## config.mk

```make
export PLATFORM = sky130hd
export DESIGN_NAME = fft_in_frame_buffer
export DESIGN_NICKNAME = d
export VERILOG_FILES = /design/src/rtl/fft_pkg.sv /design/src/rtl/fft_in_bank.sv /design/src/rtl/fft_in_frame_buffer.sv
export SDC_FILE = /design/constraint.sdc
export NUM_CORES = 1
export LEC_CHECK = 0
export CAP_MARGIN = 25
export CORE_ASPECT_RATIO = 0.5
export CORE_MARGIN = 8
export CORE_UTILIZATION = 49
export CTS_BUF_LIST = sky130_fd_sc_hd__clkbuf_2 sky130_fd_sc_hd__clkbuf_4 sky130_fd_sc_hd__clkbuf_8
export DETAILED_ROUTE_END_ITERATION = 8
export GPL_ROUTABILITY_DRIVEN = 1
export HOLD_SLACK_MARGIN = 0.02
export PLACE_DENSITY = 0.82
export SYNTH_ARGS = -nofsm -noshare
export SYNTH_HDL_FRONTEND = slang
export SYNTH_SLANG_ARGS = --single-unit
```

## constraint.sdc

```tcl
create_clock -name clk -period 2.1 [get_ports clk]
set_clock_uncertainty 0.1 [all_clocks]
set_input_delay 0.315 -clock clk [delete_from_list [all_inputs] [get_ports clk]]
set_output_delay 0.315 -clock clk [all_outputs]
set_load 0.01 [all_outputs]
```

## src/rtl/fft_pkg.sv

```systemverilog
// Shared FFT types and sizes: Q8.8 complex sample, 8-point frame geometry.
// Reused by the input frame buffer, the FFT core and the output serializer.
package fft_pkg;

  localparam int SAMPLE_W = 16;
  localparam int N_POINTS = 8;
  localparam int IDX_W    = 3;
  localparam int FRAC_W   = 8;

  // 'real' is a reserved word, so the components are re/im.
  typedef struct packed {
    logic signed [SAMPLE_W-1:0] re;
    logic signed [SAMPLE_W-1:0] im;
  } cplx_t;

  typedef enum logic [1:0] {
    BANK_EMPTY   = 2'd0,
    BANK_FILLING = 2'd1,
    BANK_FULL    = 2'd2
  } bank_state_e;

endpackage

```

## src/rtl/fft_in_bank.sv

```systemverilog
// One frame bank: 8 complex sample registers plus the EMPTY/FILLING/FULL state.
// The state is a port so the parent and any bound checker see the same value.
module fft_in_bank
  import fft_pkg::*;
(
  input  logic                         clk,
  input  logic                         rst_n,
  input  logic                         wr_en,
  input  logic [IDX_W-1:0]             wr_idx,
  input  cplx_t                        wr_data,
  input  logic                         wr_done,
  input  logic                         wr_drop,
  input  logic                         rd_take,
  output bank_state_e                  state,
  output logic [N_POINTS*SAMPLE_W-1:0] rd_real,
  output logic [N_POINTS*SAMPLE_W-1:0] rd_imag
);

  bank_state_e state_q, state_d;
  cplx_t       mem_q [N_POINTS];
  cplx_t       mem_d [N_POINTS];

  always_comb begin
    state_d = state_q;
    mem_d   = mem_q;
    if (wr_en) begin
      mem_d[wr_idx] = wr_data;
      if (wr_drop)      state_d = BANK_EMPTY;
      else if (wr_done) state_d = BANK_FULL;
      else              state_d = BANK_FILLING;
    end
    if (rd_take) state_d = BANK_EMPTY;
  end

  always_ff @(posedge clk or negedge rst_n) begin
    if (!rst_n) begin
      state_q <= BANK_EMPTY;
      for (int k = 0; k < N_POINTS; k++) mem_q[k] <= '0;
    end else begin
      state_q <= state_d;
      mem_q   <= mem_d;
    end
  end

  always_comb begin
    rd_real = '0;
    rd_imag = '0;
    for (int k = 0; k < N_POINTS; k++) begin
      rd_real[k*SAMPLE_W +: SAMPLE_W] = mem_q[k].re;
      rd_imag[k*SAMPLE_W +: SAMPLE_W] = mem_q[k].im;
    end
  end

  assign state = state_q;

endmodule

```

## src/rtl/fft_in_frame_buffer.sv

```systemverilog
// Serial-to-parallel frame buffer feeding the 8-point FFT. Define
// FFT_IN_PINGPONG_EN for two alternating banks; otherwise a single bank stalls input.
//
// Handshakes: a transfer happens at a rising edge where valid && ready are both 1;
// ready never depends combinationally on valid, and valid/data hold until accepted.
module fft_in_frame_buffer
  import fft_pkg::*;
#(
  parameter int IN_SHIFT = 0
) (
  input  logic                         clk,
  input  logic                         rst_n,
  input  logic                         s_valid,
  output logic                         s_ready,
  input  logic [SAMPLE_W-1:0]          s_real,
  input  logic [SAMPLE_W-1:0]          s_imag,
  input  logic                         s_last,
  output logic                         f_valid,
  input  logic                         f_ready,
  output logic [N_POINTS*SAMPLE_W-1:0] f_real,
  output logic [N_POINTS*SAMPLE_W-1:0] f_imag,
  output logic                         sync_err
);

`ifdef FFT_IN_PINGPONG_EN
  localparam int N_BANKS = 2;
`else
  localparam int N_BANKS = 1;
`endif

  logic [IDX_W-1:0] idx_q, idx_d;
  logic             wr_bank_q, wr_bank_d;
  logic             rd_bank_q, rd_bank_d;
  logic             sync_err_q, sync_err_d;

  logic  accept, last_slot, frame_done, drop, take;
  logic  wr_full, rd_full;
  cplx_t wr_data;

  bank_state_e                  bank_state [N_BANKS];
  logic [N_BANKS-1:0]           bank_full;
  logic [N_POINTS*SAMPLE_W-1:0] bank_real  [N_BANKS];
  logic [N_POINTS*SAMPLE_W-1:0] bank_imag  [N_BANKS];

  // Arithmetic shift per component: sign-extending, rounds toward -inf.
  assign wr_data.re = $signed(s_real) >>> IN_SHIFT;
  assign wr_data.im = $signed(s_imag) >>> IN_SHIFT;

`ifdef FFT_IN_PINGPONG_EN
  assign wr_full = bank_full[wr_bank_q];
  assign rd_full = bank_full[rd_bank_q];
  assign f_real  = bank_real[rd_bank_q];
  assign f_imag  = bank_imag[rd_bank_q];
`else
  assign wr_full = bank_full[0];
  assign rd_full = bank_full[0];
  assign f_real  = bank_real[0];
  assign f_imag  = bank_imag[0];
`endif

  assign s_ready  = !wr_full;
  assign f_valid  = rd_full;
  assign sync_err = sync_err_q;

  always_comb begin
    accept     = s_valid && s_ready;
    last_slot  = (idx_q == IDX_W'(N_POINTS - 1));
    frame_done = accept && last_slot;
    drop       = accept && s_last && !last_slot;
    take       = f_valid && f_ready;

    idx_d = idx_q;
    if (accept) idx_d = (frame_done || drop) ? '0 : idx_q + 1'b1;

    // Early s_last and a missing s_last on slot 7 are both framing errors.
    sync_err_d = accept && (s_last ^ last_slot);

`ifdef FFT_IN_PINGPONG_EN
    wr_bank_d = wr_bank_q ^ frame_done;
    rd_bank_d = rd_bank_q ^ take;
`else
    wr_bank_d = 1'b0;
    rd_bank_d = 1'b0;
`endif
  end

  always_ff @(posedge clk or negedge rst_n) begin
    if (!rst_n) begin
      idx_q      <= '0;
      wr_bank_q  <= 1'b0;
      rd_bank_q  <= 1'b0;
      sync_err_q <= 1'b0;
    end else begin
      idx_q      <= idx_d;
      wr_bank_q  <= wr_bank_d;
      rd_bank_q  <= rd_bank_d;
      sync_err_q <= sync_err_d;
    end
  end

  for (genvar b = 0; b < N_BANKS; b++) begin : g_bank
    localparam logic BID = 1'(b);

    fft_in_bank u_bank (
      .clk     (clk),
      .rst_n   (rst_n),
      .wr_en   (accept && (wr_bank_q == BID)),
      .wr_idx  (idx_q),
      .wr_data (wr_data),
      .wr_done (last_slot),
      .wr_drop (s_last && !last_slot),
      .rd_take (take && (rd_bank_q == BID)),
      .state   (bank_state[b]),
      .rd_real (bank_real[b]),
      .rd_imag (bank_imag[b])
    );

    assign bank_full[b] = (bank_state[b] == BANK_FULL);
  end

endmodule

```

==> out/qor.txt, run 1 <==
IO Pins: 296
Setup CP Type: flop to primary output
Drt initial violations: 192
Starting Density: 50.5%
Worst-skew pair later-pin latency: 0.51 ns
DRT antenna net count: 0
PortBufs: 295
Leak: 6.43 nW
Ys Warns: 0
Cts bufs inserted: 38
CP Capture Type: primary output
Yosys reg bits: 262
Netlist cell types: 22
Data arrival, critical path: 1.52 ns
Overall Global Routing Usage: 22.2%
Tmin final: 1.93 ns
DR pass1 iterations: 4
RSZ-0062 raised after global routing: false
Worst-Margin Slew: 0.538 ns
Register area share after synthesis: 66.0%
Final slew viol count: 0
Inserted Diodes: 0
Crit path depth: 1
Post-synth EDFFs: 0
Largest net degree at the start of global routing: 51
Maximum VDD drop: 0.000896 V
Final setup violation count: 0
Cell breakdown of the critical path: clkdlybuf4s50_1
First-pass GRT wire length: 43600 um
Critical Path RT: 1.68 ns
Vias in the first global route: 7141
Final nets: 958
Status: finished, final reports clean
Largest family of logic cells by synthesized area: multiplexers
Critical path's largest stage delay: 0.62 ns
XOR/XNOR share of the synthesized area: 0%
Hold Path Class: primary input to asynchronous set/reset pin
Final Hold Fails: 0
Simple-gate share of the synthesized area: 1.60%
Die height: 117 um
CTS tree: yes
Mapped Area: 9930 um^2
GRT overflow: 0
Post-synthesis compound-gate area fraction: 0.139%
Vias/cell: 5.15
Ys async rst share: 100%
Multi-input gate area: 3170 um^2
Die area: 25400 um^2
Core Box Area: 19700 um^2
CP top delay family: buffers and inverters
Avg Cell Area, Syn: 17.2 um^2
Total wire length: 28300 um
Internal: 14.7 mW
Clk sinks: 262
CTS HTree Levels: 2
Switching power total: 6.28 mW
Top_reg_cell synth: dfrtp_1
Cells on worst reg2reg path: 5
WL per Instance: 23.5 um
Slew HR: 64.2%
Critical Path Fanout Max: 2
Clock Tree Buf Depth: 3
Most frequent cells in the layout: clkdlybuf4s50_1, dfrtp_1, mux2_2, clkbuf_8, clkbuf_4
Max Fclk: 517 MHz
Post-Syn Instances: 578
Comb pwr share: 40.0%
Max cap viols: 0
Flop pwr share: 39.5%
Cell row count: 36
Area Overhead vs Synth: 43.5%
DR vias: 6217
Setup_tns: 0 ns
Multiplexer share of the synthesized area: 29.5%
Post-DP HPWL: 20100 um
Reg area: 6560 um^2
Final period util: 92.1%
Crit path buf inv count: 1
Mapped Nets: 619
Fillcell total: 1291
Most common cell after layout, fill and taps aside: clkdlybuf4s50_1
Dpl ws: -0.196 ns
Setup ws final: 0.167 ns
Net Sw Frac: 30.0%
Chip Width: 217 um
Layout cells sized above 1: 37.3%
Clock Power Share: 20.6%
PwrDens: 1470 nW/um^2
Root Buffer: clkbuf_8
GPL Wtd Cong: 0.756
CP max stage cell: clkdlybuf4s50_1
Adder-Cell Fraction of Synth Area: 0.504%
DRC: 0
Clk pin slew, worst setup/hold paths: 0.06 ns
CP Launch Type: flop
Initial antenna violation count: 0
## path summary, 6_finish.rpt
path                                                 end                    startpoint  slack [ns]
hold / removal             g_bank[0].u_bank.rd_imag[115]                         rst_n        0.22
setup / recovery                              f_imag[66]  g_bank[0].u_bank.rd_imag[66]        0.17
min in group clk               g_bank[0].u_bank.state[1]                       f_ready        0.26
setup reg to reg                                idx_q[2]                      idx_q[0]        0.23
max in group asynchronous   g_bank[0].u_bank.rd_imag[81]                         rst_n        1.01
hold reg to reg              g_bank[0].u_bank.rd_real[2]   g_bank[0].u_bank.rd_real[2]        0.39
## flip-flops by register name, summed over array words and instances (netlist names)
| signal | cells |
|---|---|
| g_bank.u_bank.rd_real | 128 |
| g_bank.u_bank.state | 2 |
| g_bank.u_bank.rd_imag | 128 |
| idx_q | 3 |
| sync_err | 1 |
## per-stage QoR
stage / util (%) / area, um^2 / instances / hold WS (ns) / power (mW)
global placement: 68.2 / 13400 / 1141 / 0.166 / 16.5
detailed placement: 68.2 / 13400 / 1141 / 0.170 / 16.8
floorplan: - / 9930 / 578 / -0.0806 / 11.2
CTS: 72.4 / 14300 / 1208 / 0.197 / 21.2
global route: 72.4 / 14300 / 1208 / 0.219 / 22.0
finish: 72.4 / 14300 / 1208 / 0.221 / 20.9
## cell type report
cell class	instances	area share, %
repair buffers	326	23.7
flip-flops and latches	262	46.0
clock buffers	63	5.38
inverters	4	0.123
well taps	266	2.33
clock inverters	2	0.246
multi-input cells	285	22.2
## routing by layer
metal,global-route usage [%],share of wire (%),up-vias
met5,0,0,-
li1,-,-,2733
met2,39.3,52,165
met4,7.13,2.7,0
met3,6.44,5.8,48
met1,26.2,40,3271
## synthesized netlist by cell type, drive strengths merged, types with 2 or more instances
cell type  count  area (um^2)
and3           4         25.0
mux2         260         2930
nand2          2         7.51
nor3b          4         68.8
ha             4         50.1
nand3          3         15.0
dfrtp        262         6560
inv            4         15.0
buf           27          213
## power groups by stage
stage               Sequential (mW)  Clock (mW)  Combinational (mW)
floorplan                      9.15           0                2.09
global placement               8.20           0                8.31
detailed placement             8.33           0                8.47
CTS                            8.27        4.42                8.52
global route                   8.52        4.66                8.80
finish                         8.27        4.30                8.37
## cells by family after synthesis
group                    Yosys count
adder cells (fa/ha/maj)            4
buffers and inverters             31
multiplexers                     260
flip-flops                       262
AO/OA/AOI/OAI                      2
AND/OR/NAND/NOR                   19
## repair_timing
| item | CTS | global route |
|---|---|---|
| endpoints found under the setup margin | 2 | 1 |
| resized for setup | 3 | 1 |
| hold buffers | 1 | 0 |
| setup buffers | 1 | 0 |
| cloned | 0 | 0 |
| pin swaps | 0 | 0 |
| hold endpoints to repair | 204 | 0 |
Power figures use the tool's default switching activity.
==> run 2: changes to the inputs <==
- CAP_MARGIN: 25 -> 40
==> results of run 2 <==
No change in the layout: final DEF, timing and power equal those of run 1.
==> run 3: changes to the inputs <==
- CORE_UTILIZATION: 49 -> 44
- CTS_CLUSTER_DIAMETER: default -> 200
- PLACE_DENSITY: 0.82 -> 0.77
- clock period: 2.1 -> 1.7 ns (I/O delays scaled with it)
==> run 3 against run 2 <==
The run now ends with setup timing left. Sequential share of layout area is 4.6 points lower. Critical path depth is 4 higher. Power is 24% higher. Hold slack worse by 0.062 ns. First-iteration DRC count is 100% higher. Via count is 7.5% higher. Combinational power is 25% higher. Final cell count is 8.0% higher. Critical path type is now flop to flop. Critical endpoint is now g_bank[0].u_bank.rd_imag[45]. Highest routed layer is now met5.
==> out/qor.txt, run 3 (synthesis results as in run 1) <==
DR vias: 6685
Vias in the first global route: 7188
Post-DP HPWL: 20600 um
Placed Area: 13600 um^2
Cell row count: 39
Max Fclk: 545 MHz
Layout cells sized above 1: 43.6%
Setup ws final: -0.133 ns
Vias/cell: 5.12
Post-route cell area: 15800 um^2
Inserted Diodes: 0
Most common cell after layout, fill and taps aside: dfrtp_1
IO Pins: 296
Hold Path Class: primary input to asynchronous set/reset pin
Slew HR: 67.4%
Cell breakdown of the critical path: and3b_2 -> nor3b_4 -> buf_6 -> buf_12 -> mux2_4
Largest net degree at the start of global routing: 52
Critical path's largest stage delay: 0.42 ns
Critical Path Fanout Max: 8
CP Capture Type: flop
Final setup violation count: 194
Drt initial violations: 390
Tmin final: 1.83 ns
GRT overflow: 0
Max cap viols: 0
Leak: 8.41 nW
Clk pin slew, worst setup/hold paths: 0.06 ns
Final slew viol count: 0
Clk sinks: 262
Final Hold Fails: 0
WL per Instance: 25.9 um
CTS tree: yes
DRT antenna net count: 0
Total wire length: 33800 um
Area Overhead vs Synth: 59.5%
Status: finished, violations left
Final period util: 108%
GPL Wtd Cong: 0.800
DRC: 0
First-pass GRT wire length: 47200 um
CP max stage cell: dfrtp_1
Failing checks: setup timing
PwrDens: 1640 nW/um^2
Critical Path RT: 2.00 ns
Chip Width: 229 um
Worst-Margin Slew: 0.488 ns
Data arrival, critical path: 2.13 ns
Most frequent cells in the layout: dfrtp_1, dlygate4sd2_1, mux2_4, mux2_2, clkbuf_8
Cts bufs inserted: 39
R2R setup slack: -0.13 ns
Maximum VDD drop: 0.00109 V
CTS HTree Levels: 2
Starting Density: 44.2%
Clock Tree Buf Depth: 3
Setup CP Type: flop to flop
Die area: 27900 um^2
Root Buffer: clkbuf_8
Core Box Area: 22500 um^2
CP Launch Type: flop
PortBufs: 295
CP top delay family: simple AND/OR/NAND/NOR gates
Die height: 122 um
Final nets: 1013
RSZ-0062 raised after global routing: true
Worst-skew pair later-pin latency: 0.53 ns
Crit path buf inv count: 2
Setup_tns: -10.80 ns
Overall Global Routing Usage: 22.0%
Initial antenna violation count: 1
DR pass1 iterations: 4
Dpl ws: -0.513 ns
Hold slack final: 0.159 ns
==> run 3: cell count changes in the layout (fill, tap and decap cells not counted), sizes merged <==
cell,previous run,this run
dlygate4sd2,1,257
clkbuf,63,72
dlymetal6s2s,1,0
clkinvlp,0,1
clkinv,1,3
clkdlybuf4s50,292,35
buf,31,78
bufinv,1,0
==> run 3: report_power, final <==
group / total [mW] / switching (mW) / internal (mW)
clock: 5.28 / 2.39 / 2.89
combinational: 10.5 / 4.35 / 6.12
sequential: 10.3 / 1.48 / 8.79
==> run 3: cell type report <==
| class | count | area [um^2] |
|---|---|---|
| clock inverters | 4 | 22.5 |
| fillers | 1520 | 6650 |
| multi-input cells | 285 | 4040 |
| well taps | 307 | 384 |
| inverters | 4 | 20.0 |
| clock buffers | 63 | 779 |
| repair buffers | 380 | 4040 |
| flip-flops and latches | 262 | 6560 |
==> run 3: timing repair <==
| action | 4_1_cts | 5_1_grt |
|---|---|---|
| hold buffers | 1 | 0 |
| gates resized for setup | 372 | 174 |
| cloned | 13 | 9 |
| endpoints found under the setup margin | 444 | 257 |
| pin swaps | 3 | 7 |
| endpoints found under the hold margin | 262 | 0 |
| buffers inserted | 18 | 6 |
==> run 3: worst reg2reg max path, delay by kind of cell, from the launching register on <==
| family | cells | cell delay [ns] |
|---|---|---|
| buffers and inverters | 2 | 0.33 |
| multiplexers | 1 | 0.32 |
| AND/OR/NAND/NOR | 2 | 0.55 |
| flip-flops | 1 | 0.42 |
==> run 3: final timing paths <==
path	startpoint	endpoint	cells past startpoint
min in group clk	f_ready	g_bank[0].u_bank.state[1]	2
max in group asynchronous	rst_n	g_bank[0].u_bank.rd_real[114]	3
min reg2reg	g_bank[0].u_bank.rd_real[53]	g_bank[0].u_bank.rd_real[53]	1
min	rst_n	g_bank[0].u_bank.rd_imag[117]	2
max	idx_q[2]	g_bank[0].u_bank.rd_imag[45]	5
max reg2reg	idx_q[2]	g_bank[0].u_bank.rd_imag[45]	5
==> run 3: layer usage <==
metal / up-vias / global-route usage [%] / wire length [um]
met4: 2 / 3.83 / 463
met3: 43 / 7.50 / 2740
li1: 2854 / - / -
met2: 228 / 31.6 / 14100
met5: - / 0 / 14
met1: 3558 / 32.3 / 16400
==> run 3: metrics by stage <==
step | total power [mW] | util (%) | cells
after floorplan | 13.9 | - | 578
after global placement | 20.5 | 60.7 | 1197
after detailed placement | 20.7 | 60.7 | 1197
after CTS | 25.1 | 66.8 | 1296
after global routing | 27.3 | 70.4 | 1305
final | 26.0 | 70.4 | 1305
